### src/rtl/pic_pkg.sv
// Shared types and helpers for the 8259 interrupt-acknowledge sequencer.
package pic_pkg;

    localparam int PIC_NUM_IR = 8;

    typedef enum logic [2:0] {
        IDLE,
        PEND,
        ACK1,
        GAP,
        ACK2
    } pic_state_e;

    typedef struct packed {
        logic       sngl;
        logic       sp_en;
        logic [4:0] vbase;
        logic [7:0] icw3;
    } pic_cfg_t;

    function automatic logic pic_is_onehot(input logic [7:0] v);
        return (v != 8'h00) && ((v & (v - 8'h01)) == 8'h00);
    endfunction

    function automatic logic [2:0] pic_lvl_encode(input logic [7:0] v);
        logic [2:0] l;
        l = 3'd0;
        for (int i = 0; i < PIC_NUM_IR; i++) begin
            if (v[i]) begin
                l = 3'(i);
            end
        end
        return l;
    endfunction

    function automatic logic [7:0] pic_lvl_onehot(input logic [2:0] l);
        return 8'h01 << l;
    endfunction

    function automatic logic [7:0] pic_vector(
        input logic [4:0] base,
        input logic [2:0] l
    );
        return {base, l};
    endfunction

endpackage

### src/rtl/pic_inta_sync.sv
// INTA synchronizer: SYNC_STAGES flops plus one edge-detect flop,
// all reset to the inactive (high) level.
module pic_inta_sync #(
    parameter int SYNC_STAGES = 2
) (
    input  logic clk,
    input  logic rst_n,
    input  logic inta_n,
    output logic inta_fall,
    output logic inta_rise
);

    logic [SYNC_STAGES-1:0] sync_q;
    logic                   prev_q;
    logic                   cur;

    assign cur = sync_q[SYNC_STAGES-1];

    always_ff @(posedge clk or negedge rst_n) begin
        if (!rst_n) begin
            sync_q <= '1;
            prev_q <= 1'b1;
        end else begin
            sync_q <= {sync_q[SYNC_STAGES-2:0], inta_n};
            prev_q <= cur;
        end
    end

    assign inta_fall = prev_q & ~cur;
    assign inta_rise = ~prev_q & cur;

endmodule

### src/rtl/pic_inta_sequencer.sv
// 8259 INTA sequencer: INT, cascade, ISR-set strobe and vector enable.
// Define PIC_AEOI_EN to emit the automatic-EOI clear on the second INTA.
module pic_inta_sequencer #(
    parameter int SYNC_STAGES = 2,
    parameter int GAP_TIMEOUT = 255
) (
    input  logic       clk,
    input  logic       rst_n,
    input  logic       inta_n,
    input  logic [7:0] irr_hi,
    input  logic       sngl,
    input  logic       sp_en,
    input  logic [7:0] icw2,
    input  logic [7:0] icw3,
    input  logic [2:0] cas_in,
    output logic [2:0] cas_out,
    output logic       cas_oe,
    output logic       int_out,
    output logic [7:0] data_out,
    output logic       data_oe,
    output logic [7:0] isr_set,
    output logic       spurious,
    output logic [7:0] eoi_auto
);

    import pic_pkg::*;

    localparam logic [15:0] GAP_MAX = 16'(GAP_TIMEOUT);

    logic inta_fall;
    logic inta_rise;

    pic_inta_sync #(
        .SYNC_STAGES(SYNC_STAGES)
    ) u_sync (
        .clk      (clk),
        .rst_n    (rst_n),
        .inta_n   (inta_n),
        .inta_fall(inta_fall),
        .inta_rise(inta_rise)
    );

    pic_state_e  state_q, state_d;
    pic_cfg_t    cfg_q, cfg_d;
    logic [2:0]  lvl_q, lvl_d;
    logic        spur_q, spur_d;
    logic        sel_q, sel_d;
    logic        ack_q, ack_d;
    logic [15:0] cnt_q, cnt_d;
    logic        int_q, int_d;
    logic [2:0]  cas_q, cas_d;
    logic        cas_oe_q, cas_oe_d;
    logic [7:0]  dout_q, dout_d;
    logic        doe_q, doe_d;
    logic [7:0]  isr_q, isr_d;
    logic        spstb_q, spstb_d;

    logic is_slave;
    logic responder;
    logic timeout_hit;
    logic unused_icw2;

    assign unused_icw2 = ^icw2[2:0];
    assign is_slave    = !cfg_q.sngl && !cfg_q.sp_en;
    assign responder   = cfg_q.sngl ||
                         (cfg_q.sp_en ? !cfg_q.icw3[lvl_q] : sel_q);
    assign timeout_hit = (GAP_MAX != 16'd0) &&
                         ((cnt_q + 16'd1) == GAP_MAX);

`ifdef PIC_AEOI_EN
    logic [7:0] eoi_q, eoi_d;
`endif

    always_ff @(posedge clk or negedge rst_n) begin
        if (!rst_n) begin
            state_q  <= IDLE;
            cfg_q    <= '0;
            lvl_q    <= 3'd0;
            spur_q   <= 1'b0;
            sel_q    <= 1'b0;
            ack_q    <= 1'b0;
            cnt_q    <= 16'd0;
            int_q    <= 1'b0;
            cas_q    <= 3'd0;
            cas_oe_q <= 1'b0;
            dout_q   <= 8'h00;
            doe_q    <= 1'b0;
            isr_q    <= 8'h00;
            spstb_q  <= 1'b0;
        end else begin
            state_q  <= state_d;
            cfg_q    <= cfg_d;
            lvl_q    <= lvl_d;
            spur_q   <= spur_d;
            sel_q    <= sel_d;
            ack_q    <= ack_d;
            cnt_q    <= cnt_d;
            int_q    <= int_d;
            cas_q    <= cas_d;
            cas_oe_q <= cas_oe_d;
            dout_q   <= dout_d;
            doe_q    <= doe_d;
            isr_q    <= isr_d;
            spstb_q  <= spstb_d;
        end
    end

`ifdef PIC_AEOI_EN
    always_ff @(posedge clk or negedge rst_n) begin
        if (!rst_n) begin
            eoi_q <= 8'h00;
        end else begin
            eoi_q <= eoi_d;
        end
    end
`endif

    always_comb begin
        state_d  = state_q;
        cfg_d    = cfg_q;
        lvl_d    = lvl_q;
        spur_d   = spur_q;
        sel_d    = sel_q;
        ack_d    = ack_q;
        cnt_d    = cnt_q;
        int_d    = int_q;
        cas_d    = cas_q;
        cas_oe_d = cas_oe_q;
        dout_d   = dout_q;
        doe_d    = doe_q;
        isr_d    = 8'h00;
        spstb_d  = 1'b0;
`ifdef PIC_AEOI_EN
        eoi_d    = 8'h00;
`endif
        unique case (state_q)
            IDLE: begin
                if (pic_is_onehot(irr_hi)) begin
                    lvl_d       = pic_lvl_encode(irr_hi);
                    cfg_d.sngl  = sngl;
                    cfg_d.sp_en = sp_en;
                    cfg_d.vbase = icw2[7:3];
                    cfg_d.icw3  = icw3;
                    spur_d      = 1'b0;
                    sel_d       = 1'b0;
                    ack_d       = 1'b0;
                    int_d       = 1'b1;
                    state_d     = PEND;
                end
            end
            PEND: begin
                if (inta_fall) begin
                    int_d   = 1'b0;
                    state_d = ACK1;
                    // Request withdrawn before the ack: answer as level 7.
                    if (irr_hi == 8'h00) begin
                        lvl_d   = 3'd7;
                        spur_d  = 1'b1;
                        spstb_d = 1'b1;
                    end
                    if (!cfg_q.sngl && cfg_q.sp_en &&
                        cfg_q.icw3[lvl_d]) begin
                        cas_d    = lvl_d;
                        cas_oe_d = 1'b1;
                    end
                end
            end
            ACK1: begin
                if (inta_rise) begin
                    sel_d   = is_slave && (cas_in == cfg_q.icw3[2:0]);
                    ack_d   = !spur_q && (!is_slave || sel_d);
                    isr_d   = ack_d ? pic_lvl_onehot(lvl_q) : 8'h00;
                    cnt_d   = 16'd0;
                    state_d = GAP;
                end
            end
            GAP: begin
                if (inta_fall) begin
                    dout_d  = pic_vector(cfg_q.vbase, lvl_q);
                    doe_d   = responder;
                    state_d = ACK2;
                end else if (timeout_hit) begin
                    cas_oe_d = 1'b0;
                    state_d  = IDLE;
                end else begin
                    cnt_d = cnt_q + 16'd1;
                end
            end
            ACK2: begin
                if (inta_rise) begin
                    doe_d    = 1'b0;
                    cas_oe_d = 1'b0;
                    state_d  = IDLE;
`ifdef PIC_AEOI_EN
                    if (ack_q) begin
                        eoi_d = pic_lvl_onehot(lvl_q);
                    end
`endif
                end
            end
            default: begin
                state_d = IDLE;
            end
        endcase
    end

    assign cas_out  = cas_q;
    assign cas_oe   = cas_oe_q;
    assign int_out  = int_q;
    assign data_out = dout_q;
    assign data_oe  = doe_q;
    assign isr_set  = isr_q;
    assign spurious = spstb_q;
`ifdef PIC_AEOI_EN
    assign eoi_auto = eoi_q;
`else
    assign eoi_auto = 8'h00;
`endif

endmodule

### config.mk
export PLATFORM = sky130hd
export DESIGN_NAME = pic_inta_sequencer
export DESIGN_NICKNAME = d
export VERILOG_FILES = /design/src/rtl/pic_pkg.sv /design/src/rtl/pic_inta_sync.sv /design/src/rtl/pic_inta_sequencer.sv
export SDC_FILE = /design/constraint.sdc
export NUM_CORES = 1
export LEC_CHECK = 0
export ABC_AREA = 1
export BUFFER_PORTS_ARGS = -buffer_cell sky130_fd_sc_hd__clkbuf_2
export CORE_MARGIN = 2
export CORE_UTILIZATION = 56
export DETAILED_ROUTE_END_ITERATION = 8
export GPL_ROUTABILITY_DRIVEN = 0
export PLACE_DENSITY = 0.92
export RECOVER_POWER = 25
export SLEW_MARGIN = 15
export SYNTH_ARGS = -nofsm -noshare
export SYNTH_HDL_FRONTEND = slang
export SYNTH_SLANG_ARGS = --single-unit
export TNS_END_PERCENT = 5
### constraint.sdc
create_clock -name clk -period 2.4 [get_ports clk]
set_input_delay 0.12 -clock clk [delete_from_list [all_inputs] [get_ports clk]]
set_output_delay 0.12 -clock clk [all_outputs]
set_load 0.03 [all_outputs]
# --- Word level (Yosys, flattened, before mapping) ---
# Index checks and enable logic that the tools add are counted.
op_classes:
  muxes: 52
  eq_ne: 17
  reduce_logical: 32
  bitwise_logic: 5
  shift: 1
  order_cmp: 2
  n_addsub: 2
ops:
  columns: ["operator", "n"]
  rows:
  - ["3-bit two-way mux", 17]
  - ["16-bit two-way mux", 3]
  - ["16-bit one-hot mux with 2 select lines", 1]
  - ["8-bit two-way mux", 3]
  - ["2-bit inequality test, second input constant", 10]
  - ["1-bit two-way mux", 19]
  - ["16-bit by 1-bit adder with 16-bit output, second input constant", 1]
  - ["16-bit by 8-bit == test with 1-bit output, second input constant", 1]
  - ["8-bit logical NOT", 2]
  - ["3-bit one-hot mux with 5 select lines", 1]
  - ["3-bit AND reduction", 4]
  - ["8-bit AND", 1]
  - ["3-bit by 4-bit < comparator with 1-bit output, second input constant", 2]
  - ["1-bit one-hot mux with 2 select lines", 4]
  - ["4-bit AND reduction", 2]
  - ["2-bit nonzero test", 4]
  - ["8-bit nonzero test", 1]
  - ["1-bit by 3-bit << shifter with 8-bit output, first input constant", 1]
  - ["8-bit by 1-bit subtractor with 8-bit output, second input constant", 1]
  - ["1-bit binary-select mux with 3-bit select", 2]
  - ["3-bit by 2-bit == test with 1-bit output, second input constant", 2]
  - ["1-bit logical AND", 6]
  - ["3-bit one-hot mux with 2 select lines", 1]
  - ["6-bit AND reduction", 1]
  - ["13 further kinds", 21]
word_totals:
  wordCells: 129
  out_inout_bits: 31
  regBits: 65
  input_bits: 32

# --- Longest topological paths before layout ---
depth:
  word_depth: 10
  depth_mapped: 15
  mapped_depth_nobuf: 14

# --- Modules after synthesis ---
# From an unflattened synthesis, not the netlist that was laid out.
hier_totals:
  cells_unflattened: 470
  area_unflattened_um2: 3681.0
modules_own_cells:
  columns: ["mod", "cells_each", "seq_area_each_um2", "area_per_inst_um2", "instances"]
  rows:
  - ["pic_inta_sequencer", 463, 1551.5, 3587.2, 1]
  - ["pic_inta_sync", 7, 78.8, 93.8, 1]

# --- Least setup slack after synthesis ---
# OpenSTA, ideal clock, no wires.
synth_path:
  kind: "register -> register"
  from: "register cnt_q[1]"
  to: "register cnt_q[5]"
  required_ns: 2.334
  period_less_slack_ns: 1.877
  slack_ns: 0.523
  path_stages_with_launch: 12
  n_path_buf: 1
  setup_time_ns: 0.066
  t_arrival_ns: 1.811
  cell_sequence: "dfrtp_1 -> ha_1 -> nand2_2 -> nor2_8 -> xor2_1 -> nand4_2 -> nor2_4 -> nand3_4 -> nand3_4 -> buf_12 -> nand2_1 -> nand2_1"
synth_between:
  elab_chain_len: 4
  elab_cells_between_ends: 7
  classes_between: "1 x add/sub; 2 x eq/ne; 3 x mux; 1 x reduce/logical"
synth_lines:
  columns: ["item", "line", "source"]
  rows:
  - ["start: declaration", "pic_inta_sequencer.sv:49", "logic [15:0] cnt_q, cnt_d;"]
  - ["start signal: assignment", "pic_inta_sequencer.sv:97", "cnt_q <= cnt_d;"]
  - ["16-bit by 1-bit adder with 16-bit output (*)", "pic_inta_sequencer.sv:68, pic_inta_sequencer.sv:186", null]
  - ["16-bit by 8-bit == test with 1-bit output / 16-bit two-way mux (equally long branches)", "pic_inta_sequencer.sv:68, pic_inta_sequencer.sv:182", null]
  - ["2-bit inequality test (no source line) / 16-bit two-way mux (equally long branches)", null, null]
  - ["4-bit AND reduction (no source line) / 16-bit one-hot mux with 2 select lines (equally long branches)", null, null]
# Mark *: on every way between the ends. The rest lies on a longest branch, timed or not. The select of a mux whose other input is x is not followed.
# A chain may end at the register's enable or synchronous reset.

# --- Worst setup path after layout ---
layout_path:
  from: "register cnt_q[1]"
  to: "register cnt_q[2]"
# Same word-level chain as after synthesis.

==> impl_metrics.csv <==
group,metric,value,unit
outcome,status,"complete, but fails checks",
outcome,violations,"max-capacitance violations, max-slew violations",
floorplan,start_util,57.2,%
grt,use_met1,32.7,%
timing,setup_viol,0,
final_layout,final_layout_size_suffix_gt1_share,19.7,%
timing,tightest_slew,1580,ps
final_layout,antenna_cells,0,
setup_path,r2r_start,"cnt_q[1]",
setup_path,r2r_end,"cnt_q[2]",
grt,groute.usage.overall,25.6,%
setup_path,cp_slowest_cell,"dfrtp_1",
timing,clock_skew,6.12,ps
setup_path,cp_num_buf_inv,1,
detailed_routing,wl,8470,um
clocking,tritoncts,"yes",
final_layout,fill_cells,461,
timing,fmax,464,MHz
job,drv_cap,1,
clocking,clockRootBuffer,"clkbuf_8",
worst_hold_path,worstHoldStart,"sngl",
setup_path,crit_type,"reg -> reg",
clocking,clkTransAtPathRegs,80,ps
grt,grt_max_degree,66,
setup_path,rr_worst_depth,11,
floorplan,num_rows,29,
setup_path,max_stage_delay,420,ps
logic_synthesis,synth_ff_type,"dfrtp_1",
grt,grt-ovfl-total,0,
worst_hold_path,holdCritPathClass,"in -> reg",
logic_synthesis,synthesis.instances,457,
final_layout,area_growth,18.4,%
timing,tns,0,ps
worst_hold_path,min_to,"cfg_q[14]",
floorplan,pin_count,63,
logic_synthesis,yosys_warnings,0,
detailed_routing,wl_per_cell,13.9,um
detailed_routing,ant_nets,0,
timing,fin_crit_sh,89.8,%
clocking,clk_latency,350,ps
detailed_routing,dr_total_vias,3321,
setup_path,crit_chain,"ha_1 > nand2_2 > nor2_8 > xor2_1 > buf_4 > nand4_2 > nor2_4 > nand3_4 > nand3_4 > nand2_1 > nand2_1",
grt,antenna_found_initial,0,
timing,period_needed,2160,ps
worst_hold_path,holdPathStages,2,
final_layout,final_nets,561,
logic_synthesis,avgSynthCellArea,7.85,um^2
final_layout,final_area,4250,um^2
grt,grt.busiest_layer,"met2",
grt,use_met3,6.53,%
setup_path,crit_family,"simple AND/OR/NAND/NOR gates",
setup_path,cp.arrival,2440,ps
detailed_routing,drt_pass1_iterations,5,
grt,met2_usage,42.9,%
power,peakVddDrop,0.782,mV
grt,grt_pass1_wl,14600,um
setup_path,cp_max_fo,16,
clocking,clock-sinks,65,
placed_design,post_dp_cell_area,3930,um^2
logic_synthesis,synth_seq_cells,65,
detailed_routing,drc,0,
setup_path,crit_path_start_kind,"flop",
power,cellLeakagePower,2.26,nW
timing,slew_violations,66,
placed_design,hpwlAfterDp,5940,um
logic_synthesis,syn_area,3590,um^2
logic_synthesis,yosysSeqAreaShare,45.4,%
timing,timing.slew.headroom,-5.17,%
clocking,htree_levels,3,
logic_synthesis,ys_types,41,
setup_path,reg2reg_slack,240,ps
detailed_routing,drtIter0Drc,316,
power,finalPower,4.01,mW
final_layout,final_cell_count_no_fill,609,
timing,hold_violations,0,
clocking,numCtsBuffers,9,
floorplan,die_area,7060,um^2
detailed_routing,viasPerCell,5.45,
placed_design,numPortBuffers,51,
floorplan,die_h,84.1,um
power,cellPowerDensity,944,nW/um^2
setup_path,end_kind,"flop",
setup_path,required,2690,ps
placed_design,dpl.cell_count,584,
grt,grt_pass1_vias,3182,
logic_synthesis,synth_edf_count,0,
logic_synthesis,ys_async_sr_fraction,100,%
floorplan,core_area,6280,um^2
floorplan,die_width,84.1,um
setup_path,crit_start,"cnt_q[1]",
clocking,clockBufferDepth,2,
timing,grt_setup_unrepaired,"no",
-- sequential cells by signal (all words and copies together), names as in the netlist --
signal         count
lvl_q              3
cfg_q             15
cnt_q             16
state_q            3
spur_q             1
u_sync.sync_q      2
data_out           8
isr_set            8
cas_oe             1
int_out            1
u_sync.prev_q      1
spurious           1
data_oe            1
sel_q              1
cas_out            3
-- logic make-up after synthesis --
| group | Yosys count | share of synthesized area, % |
|---|---|---|
| buffers and inverters | 64 | 8.44 |
| AO/OA/AOI/OAI | 40 | 6.38 |
| other | 1 | 0.105 |
| AND/OR/NAND/NOR | 270 | 34.7 |
| XOR/XNOR | 6 | 1.46 |
| adder cells (fa/ha/maj) | 2 | 0.697 |
| flip-flops | 65 | 45.4 |
| multiplexers | 9 | 2.82 |
-- per-stage QoR --
step	setup WS, ps	utilization [%]	hold slack, ps
floorplan	523	-	-176
global placement	326	62.5	168
detailed placement	229	62.5	164
CTS	194	67.7	2.52
global route	29.3	67.7	9.31
finish	244	67.7	8.19
-- worst register-to-register path, delay by kind of cell, from the launching register on --
family                     cells  cell delay [ps]
and+or+nand+nor                8             1080
adders and majority gates      1              260
DFF                            1              420
buffers and inverters          1              150
xor gates and xnor gates       1              190
-- cell usage after synthesis, types with 5 or more instances --
master / instances / area share, %
a21oi_1: 11 / 1.5
buf_4: 8 / 1.7
dfrtp_1: 62 / 43
inv_1: 45 / 4.7
mux2_1: 6 / 1.9
nand2_1: 136 / 14
nand2_2: 9 / 1.6
nand3_1: 38 / 5.3
nand4_1: 12 / 2.1
nor2_1: 54 / 5.6
nor3_1: 5 / 0.70
o21ai_0: 18 / 2.5
-- worst max-delay path by stage --
stage / slack, ps / cells after the start / endpoint
after floorplan: 520 / 11 / cnt_q[5]
after global placement: 330 / 11 / cnt_q[14]
after detailed placement: 230 / 11 / cnt_q[10]
after CTS: 190 / 11 / cnt_q[14]
after global routing: 30 / 11 / cnt_q[13]
final: 240 / 11 / cnt_q[2]
-- layer usage --
metal / vias to the layer above / share of wire [%]
met5: - / 0
met4: 0 / 1.7
met3: 19 / 6.3
met2: 133 / 50
met1: 1572 / 42
li1: 1597 / -
-- what timing repair did --
item                                    in CTS  in global routing
buffers inserted                             0                  0
gates resized for setup                      0                  1
hold buffers                                 8                  1
hold endpoints to repair                    69                  1
endpoints found under the setup margin       0                 11
-- power breakdown --
part           switching, mW  total, mW  internal [mW]
clock                  0.448       1.14          0.689
sequential             0.197       1.52           1.32
combinational          0.944       1.35          0.411
-- cell type report --
cell class | instances | area, um^2 | area share [%]
inverters | 49 | 198 | 4.65
well taps | 77 | 96.3 | 2.27
clock buffers | 9 | 124 | 2.92
multi-input cells | 335 | 1690 | 39.7
repair buffers | 67 | 395 | 9.31
flip-flops and latches | 65 | 1630 | 38.4
clock inverters | 7 | 119 | 2.80
-- cells in the final DEF, fill, tap and decap left out, types with 2 or more instances in the layout --
master / count
inv_1: 45
nand3b_1: 2
dlygate4sd3_1: 9
o22ai_1: 2
o211ai_1: 2
dfstp_2: 2
clkbuf_2: 52
ha_1: 2
clkbuf_8: 9
nand3_2: 2
nand4_1: 12
mux2_1: 6
mux2_2: 3
nor2_4: 4
conb_1: 8
inv_2: 3
dfrtp_1: 62
buf_4: 6
nand3_4: 2
xnor2_1: 4
a211oi_1: 2
clkinvlp_4: 2
a21oi_1: 11
xor2_1: 2
nor2_1: 54
nand2_2: 9
a221oi_1: 2
nand2_1: 136
o21ai_0: 18
nand3_1: 37
bufinv_16: 3
nor3_1: 5
No activity file was read; power rests on OpenSTA's default activity.
